===== src/rtl/if_fetch_queue.sv =====
// Instruction fetch unit: issues word-aligned fetches, buffers returning words with their PCs
// in a small FIFO, and discards responses that were already in flight when a redirect occurred.
module if_fetch_queue #(
  parameter logic [31:0] RESET_PC = 32'h0000_0000,
  parameter int unsigned DEPTH    = 2
) (
  input  logic        clk_i,
  input  logic        rst_i,
  input  logic        redirect_i,
  input  logic [31:0] redirect_pc_i,
  output logic        imem_req_valid_o,
  input  logic        imem_req_ready_i,
  output logic [31:0] imem_req_addr_o,
  input  logic        imem_rsp_valid_i,
  input  logic [31:0] imem_rsp_data_i,
  output logic        instr_valid_o,
  input  logic        instr_ready_i,
  output logic [31:0] instr_o,
  output logic [31:0] instr_pc_o,
  output logic [6:0]  op_o,
  output logic [2:0]  funct3_o,
  output logic        funct7b5_o
);

  localparam int unsigned CW = $clog2(DEPTH + 1);
  localparam int unsigned PW = $clog2(DEPTH);
  localparam logic [CW:0]   CREDITS = (CW + 1)'(DEPTH);
  localparam logic [CW-1:0] FULL    = CW'(DEPTH);
  localparam logic [PW-1:0] LAST    = PW'(DEPTH - 1);
  localparam logic [31:0]   START   = {RESET_PC[31:2], 2'b00};

  logic [31:0]   fetch_pc;
  logic [31:0]   rsp_pc;
  logic [CW-1:0] in_flight;
  logic [CW-1:0] in_flight_nxt;
  logic [CW-1:0] drop_cnt;
  logic [CW-1:0] fifo_count;
  logic [PW-1:0] rd_ptr;
  logic [PW-1:0] wr_ptr;
  logic [31:0]   instr_mem [DEPTH];
  logic [31:0]   pc_mem    [DEPTH];

  logic [CW:0]   credit_used;
  logic [31:0]   redirect_base;
  logic          req_fire;
  logic          push;
  logic          pop;
  logic [1:0]    unused_pc_bits;

  function automatic logic [PW-1:0] ptr_inc(input logic [PW-1:0] p);
    return (p == LAST) ? '0 : p + PW'(1);
  endfunction

  // A request is only issued when a FIFO slot is already reserved for its response,
  // counting both outstanding requests and words waiting in the queue.
  assign credit_used      = {1'b0, in_flight} + {1'b0, fifo_count};
  assign imem_req_valid_o = !rst_i && !redirect_i && (credit_used < CREDITS);
  assign imem_req_addr_o  = fetch_pc;
  assign req_fire         = imem_req_valid_o && imem_req_ready_i;

  assign redirect_base  = {redirect_pc_i[31:2], 2'b00};
  assign unused_pc_bits = redirect_pc_i[1:0];

  assign push = imem_rsp_valid_i && !redirect_i && (drop_cnt == '0);
  assign pop  = instr_valid_o && instr_ready_i;

  assign instr_valid_o = (fifo_count != '0);
  assign instr_o       = instr_valid_o ? instr_mem[rd_ptr] : '0;
  assign instr_pc_o    = instr_valid_o ? pc_mem[rd_ptr] : '0;
  assign op_o          = instr_o[6:0];
  assign funct3_o      = instr_o[14:12];
  assign funct7b5_o    = instr_o[30];

  always_comb begin
    in_flight_nxt = in_flight;
    if (req_fire) in_flight_nxt = in_flight_nxt + CW'(1);
    if (imem_rsp_valid_i && in_flight_nxt != '0) in_flight_nxt = in_flight_nxt - CW'(1);
  end

  // On a redirect every request still outstanding after this cycle belongs to the old path,
  // so it becomes the number of responses to throw away.
  always_ff @(posedge clk_i) begin
    if (rst_i) begin
      fetch_pc   <= START;
      rsp_pc     <= START;
      in_flight  <= '0;
      drop_cnt   <= '0;
      fifo_count <= '0;
      rd_ptr     <= '0;
      wr_ptr     <= '0;
    end else begin
      in_flight <= in_flight_nxt;
      if (redirect_i) begin
        fetch_pc   <= redirect_base;
        rsp_pc     <= redirect_base;
        drop_cnt   <= in_flight_nxt;
        fifo_count <= '0;
        rd_ptr     <= '0;
        wr_ptr     <= '0;
      end else begin
        if (req_fire) fetch_pc <= fetch_pc + 32'd4;
        if (push) begin
          rsp_pc <= rsp_pc + 32'd4;
          wr_ptr <= ptr_inc(wr_ptr);
        end
        if (imem_rsp_valid_i && drop_cnt != '0) drop_cnt <= drop_cnt - CW'(1);
        if (pop) rd_ptr <= ptr_inc(rd_ptr);
        if (push && !pop) fifo_count <= fifo_count + CW'(1);
        else if (pop && !push) fifo_count <= fifo_count - CW'(1);
      end
    end
  end

  always_ff @(posedge clk_i) begin
    if (push) begin
      instr_mem[wr_ptr] <= imem_rsp_data_i;
      pc_mem[wr_ptr]    <= rsp_pc;
    end
  end

  fifo_no_overflow: assert property (@(posedge clk_i) disable iff (rst_i)
    !(push && !pop && fifo_count == FULL));

endmodule

===== config.mk =====
export PLATFORM = sky130hd
export DESIGN_NAME = if_fetch_queue
export DESIGN_NICKNAME = d
export VERILOG_FILES = /design/src/rtl/if_fetch_queue.sv
export SDC_FILE = /design/constraint.sdc
export NUM_CORES = 1
export LEC_CHECK = 0
export CORE_MARGIN = 8
export CORE_UTILIZATION = 52
export DETAILED_ROUTE_END_ITERATION = 6
export PLACE_DENSITY = 0.81
export SYNTH_ARGS = -nofsm -noshare
export SYNTH_HDL_FRONTEND = slang
export SYNTH_SLANG_ARGS = --single-unit

===== constraint.sdc =====
create_clock -name clk_i -period 10.4 [get_ports clk_i]
set_clock_uncertainty 0.2 [all_clocks]
set_input_delay 3.12 -clock clk_i [delete_from_list [all_inputs] [get_ports clk_i]]
set_output_delay 3.12 -clock clk_i [all_outputs]
set_load 0.1 [all_outputs]

==> results.py <==
metrics = {
    "status": {
        "status": "finished, final reports clean",
    },
    "routing": {
        "dr.pass1.iters": 5,
        "drt-wirelength-per-cell_um": 18.1,
        "via_count": 6644,
        "drt-initial-drc-count": 398,
        "final_antenna_net_count": 0,
        "totalWireLength_mm": 20.8,
        "viasPerCell": 5.80,
        "drc": 0,
    },
    "worst_setup_path": {
        "critical_path.startpoint_type": "input pin",
        "critical_path_required_ns": 7.08,
        "critPathTopFamily": "buffers and inverters",
        "worstPathArrival_ns": 5.51,
        "crit_fanout": 25,
        "worstSetupEndpointType": "primary output",
        "path_cells": "clkdlybuf4s50_1, buf_4, or2_2, nor3_1, clkdlybuf4s50_1",
        "critical_path.slowest_cell": "clkdlybuf4s50_1",
        "path_buf_inv": 3,
        "slowest_delay_ns": 1.17,
        "cpMostUsedCell": "clkdlybuf4s50_1",
        "crit_type": "in -> out",
    },
    "timing": {
        "grt_setup_unrepaired": "false",
        "maxSlewHeadroom_pct": 28.4,
        "worst_slew_pin_slew_ns": 1.07,
        "fin_ws_ns": 1.57,
        "hold_viol": 0,
        "setup_tns_ns": 0,
        "min_period_over_period_pct": 84.9,
        "period_needed_ns": 8.83,
        "setup_viol": 0,
        "fmax_mhz": 113,
        "drv_slew": 0,
    },
    "finish": {
        "diodes": 0,
        "register_area_um2": 5110,
        "num-fill-cells": 1236,
        "layout_common_cells": "171 x clkdlybuf4s50_1, 124 x edfxtp_1, 92 x nor2_1, 68 x dfxtp_1, 63 x mux2i_1",
        "area_growth_pct": 27.2,
        "mostFrequentLayoutCell": "clkdlybuf4s50_1",
        "multi_input_area_um2": 3370,
        "post-route-util_pct": 67.5,
        "drive_gt1_share_pct": 5.40,
        "nNetsFinal": 989,
        "stdcell_count": 1146,
    },
    "logic_synthesis": {
        "synth_flop_cell": "edfxtp_1",
        "synth_edf_count": 124,
        "yosysSeqAreaShare_pct": 58.0,
        "ys.warnings.count": 0,
        "postSynth.asyncResetShare_pct": 0,
        "synth_cells": 774,
        "ys_types": 58,
        "ys_seq_elements": 193,
        "yosys-top-cells-area": "edfxtp_1 42%, dfxtp_1 16%, mux2i_1 7.2%",
        "synth_top_area_share_pct": 42.3,
        "yosysTopAreaCell": "edfxtp_1",
        "avgSynthCellArea_um2": 11.4,
        "syn_area_um2": 8800,
    },
    "clock_network": {
        "clk_pin_slew_ns": 0.06,
        "cts_setup_buffers": 0,
        "htree_num_levels": 4,
        "cts_resized": 0,
        "cts_num_sinks": 193,
        "root_buffer": "clkbuf_16",
        "cts_hold_buffers": 0,
        "clk_path_buf_depth": 2,
        "clock_latency_ns": 0.42,
        "numCtsBuffers": 17,
        "cts_tree": "done",
    },
    "placement": {
        "hpwl_mm": 14.0,
        "dp_cells": 1114,
        "gp_congestion": 0.940,
        "preCtsSetupSlack_ns": 1.58,
        "io_buffers": 172,
    },
    "power_and_ir_drop": {
        "ir_worst_vdd_uv": 139,
        "p_int_mw": 1.43,
        "p_per_area_nw_per_um2": 194,
        "seqPwrFrac_pct": 42.4,
        "p_leak_nw": 3.65,
        "switching_power_mw": 0.744,
        "pwr-share-clk_pct": 30.9,
        "p_comb_share_pct": 26.7,
        "p_sw_share_pct": 34.2,
    },
    "floorplan": {
        "core_area_um2": 16600,
        "die_h_um": 146,
        "die_x_um": 146,
        "ioPinCount": 179,
        "rows": 47,
        "die-area_um2": 21400,
        "initial_core_util_pct": 53.1,
    },
    "grt": {
        "grt_use_total_pct": 19.2,
        "antenna_found_initial": 0,
        "grt_pass1_wl_mm": 33.3,
        "grt_pass1_vias": 6381,
        "grt_max_degree": 69,
        "grt-ovfl-total": 0,
    },
    "min_path": {
        "hold_class": "reg -> reg",
    },
    "run": {
        "cap_viol_max_count": 0,
    },
}
## Yosys cell counts, types with 5 or more instances
library cell,n
edfxtp_1,124
inv_1,14
and2_1,6
nor2_1,93
a311oi_1,6
a21oi_1,9
nor4b_1,5
nand4_1,21
ha_1,5
a31oi_1,12
or3_1,9
clkbuf_1,44
xnor2_1,8
and4_1,19
o31ai_1,8
buf_4,15
nand2_1,37
dfxtp_1,69
nor2b_1,6
or4_1,11
nor3_1,17
nand3_1,26
and3_1,11
nor4_1,15
o31a_1,6
o21ai_0,19
a21boi_0,15
o21a_1,12
a211oi_1,16
xor2_1,15
mux2i_1,63
## area by class of cell
cell class                      instances  share of cell area [%]
Clock inverter                         11                    1.18
Timing Repair Buffer                  179                    15.8
Tap cell                              220                    2.46
Inverter                               14                   0.469
Sequential cell                       193                    45.6
Multi-Input combinational cell        508                    30.1
Clock buffer                           21                    4.35
## path summary, 6_finish.rpt
check | startpoint | endpoint | slack [ns] | cells after the start
setup / recovery | rst_i | imem_req_valid_o | 1.57 | 5
hold / removal | rsp_pc[23] | pc_mem[1][23] | 0.32 | 0
setup reg to reg | fifo_count[0] | in_flight[1] | 6.88 | 9
hold reg to reg | rsp_pc[23] | pc_mem[1][23] | 0.32 | 0
## metal layers
layer	vias up	part of all wire (%)	global-route usage, %
met2	306	47	31.1
li1	3187	-	-
met1	3118	44	24.5
met3	33	7.6	4.98
met5	-	0	0
met4	0	1.7	6.59
## kinds of logic (layout without fill, tap and decap cells)
family	Yosys count	count (layout)	synth area share, %
flip-flops	193	193	58.0
other	1	4	0.0426
AO/OA/AOI/OAI	123	123	9.93
multiplexers	63	63	7.16
buffers and inverters	76	225	3.98
adder cells (fa/ha/maj)	6	6	0.938
AND/OR/NAND/NOR	288	288	17.4
XOR/XNOR	24	24	2.54
## metrics by stage
step	instance area, um^2	hold WS, ns	power, mW
2_1_floorplan	8820	0.224	1.38
3_3_place_gp	10600	0.282	1.51
3_5_place_dp	10600	0.291	1.52
4_1_cts	11200	0.317	2.19
5_1_grt	11200	0.338	2.25
6_report	11200	0.321	2.18
## power groups by stage
stage	Sequential (mW)	Clock (mW)	Combinational [mW]
floorplan	0.986	0	0.389
global placement	0.936	0	0.575
detailed placement	0.939	0	0.581
CTS	0.923	0.681	0.584
global route	0.931	0.708	0.613
finish	0.924	0.672	0.581
## state kept, by name, summed over array words and instances, names as in the netlist, named ones only
signal           flops
in_flight            2
drop_cnt             2
imem_req_addr_o     30
rsp_pc              30
instr_mem           64
fifo_count           2
rd_ptr               1
pc_mem              60
wr_ptr               1
Power figures use the tool's default switching activity.
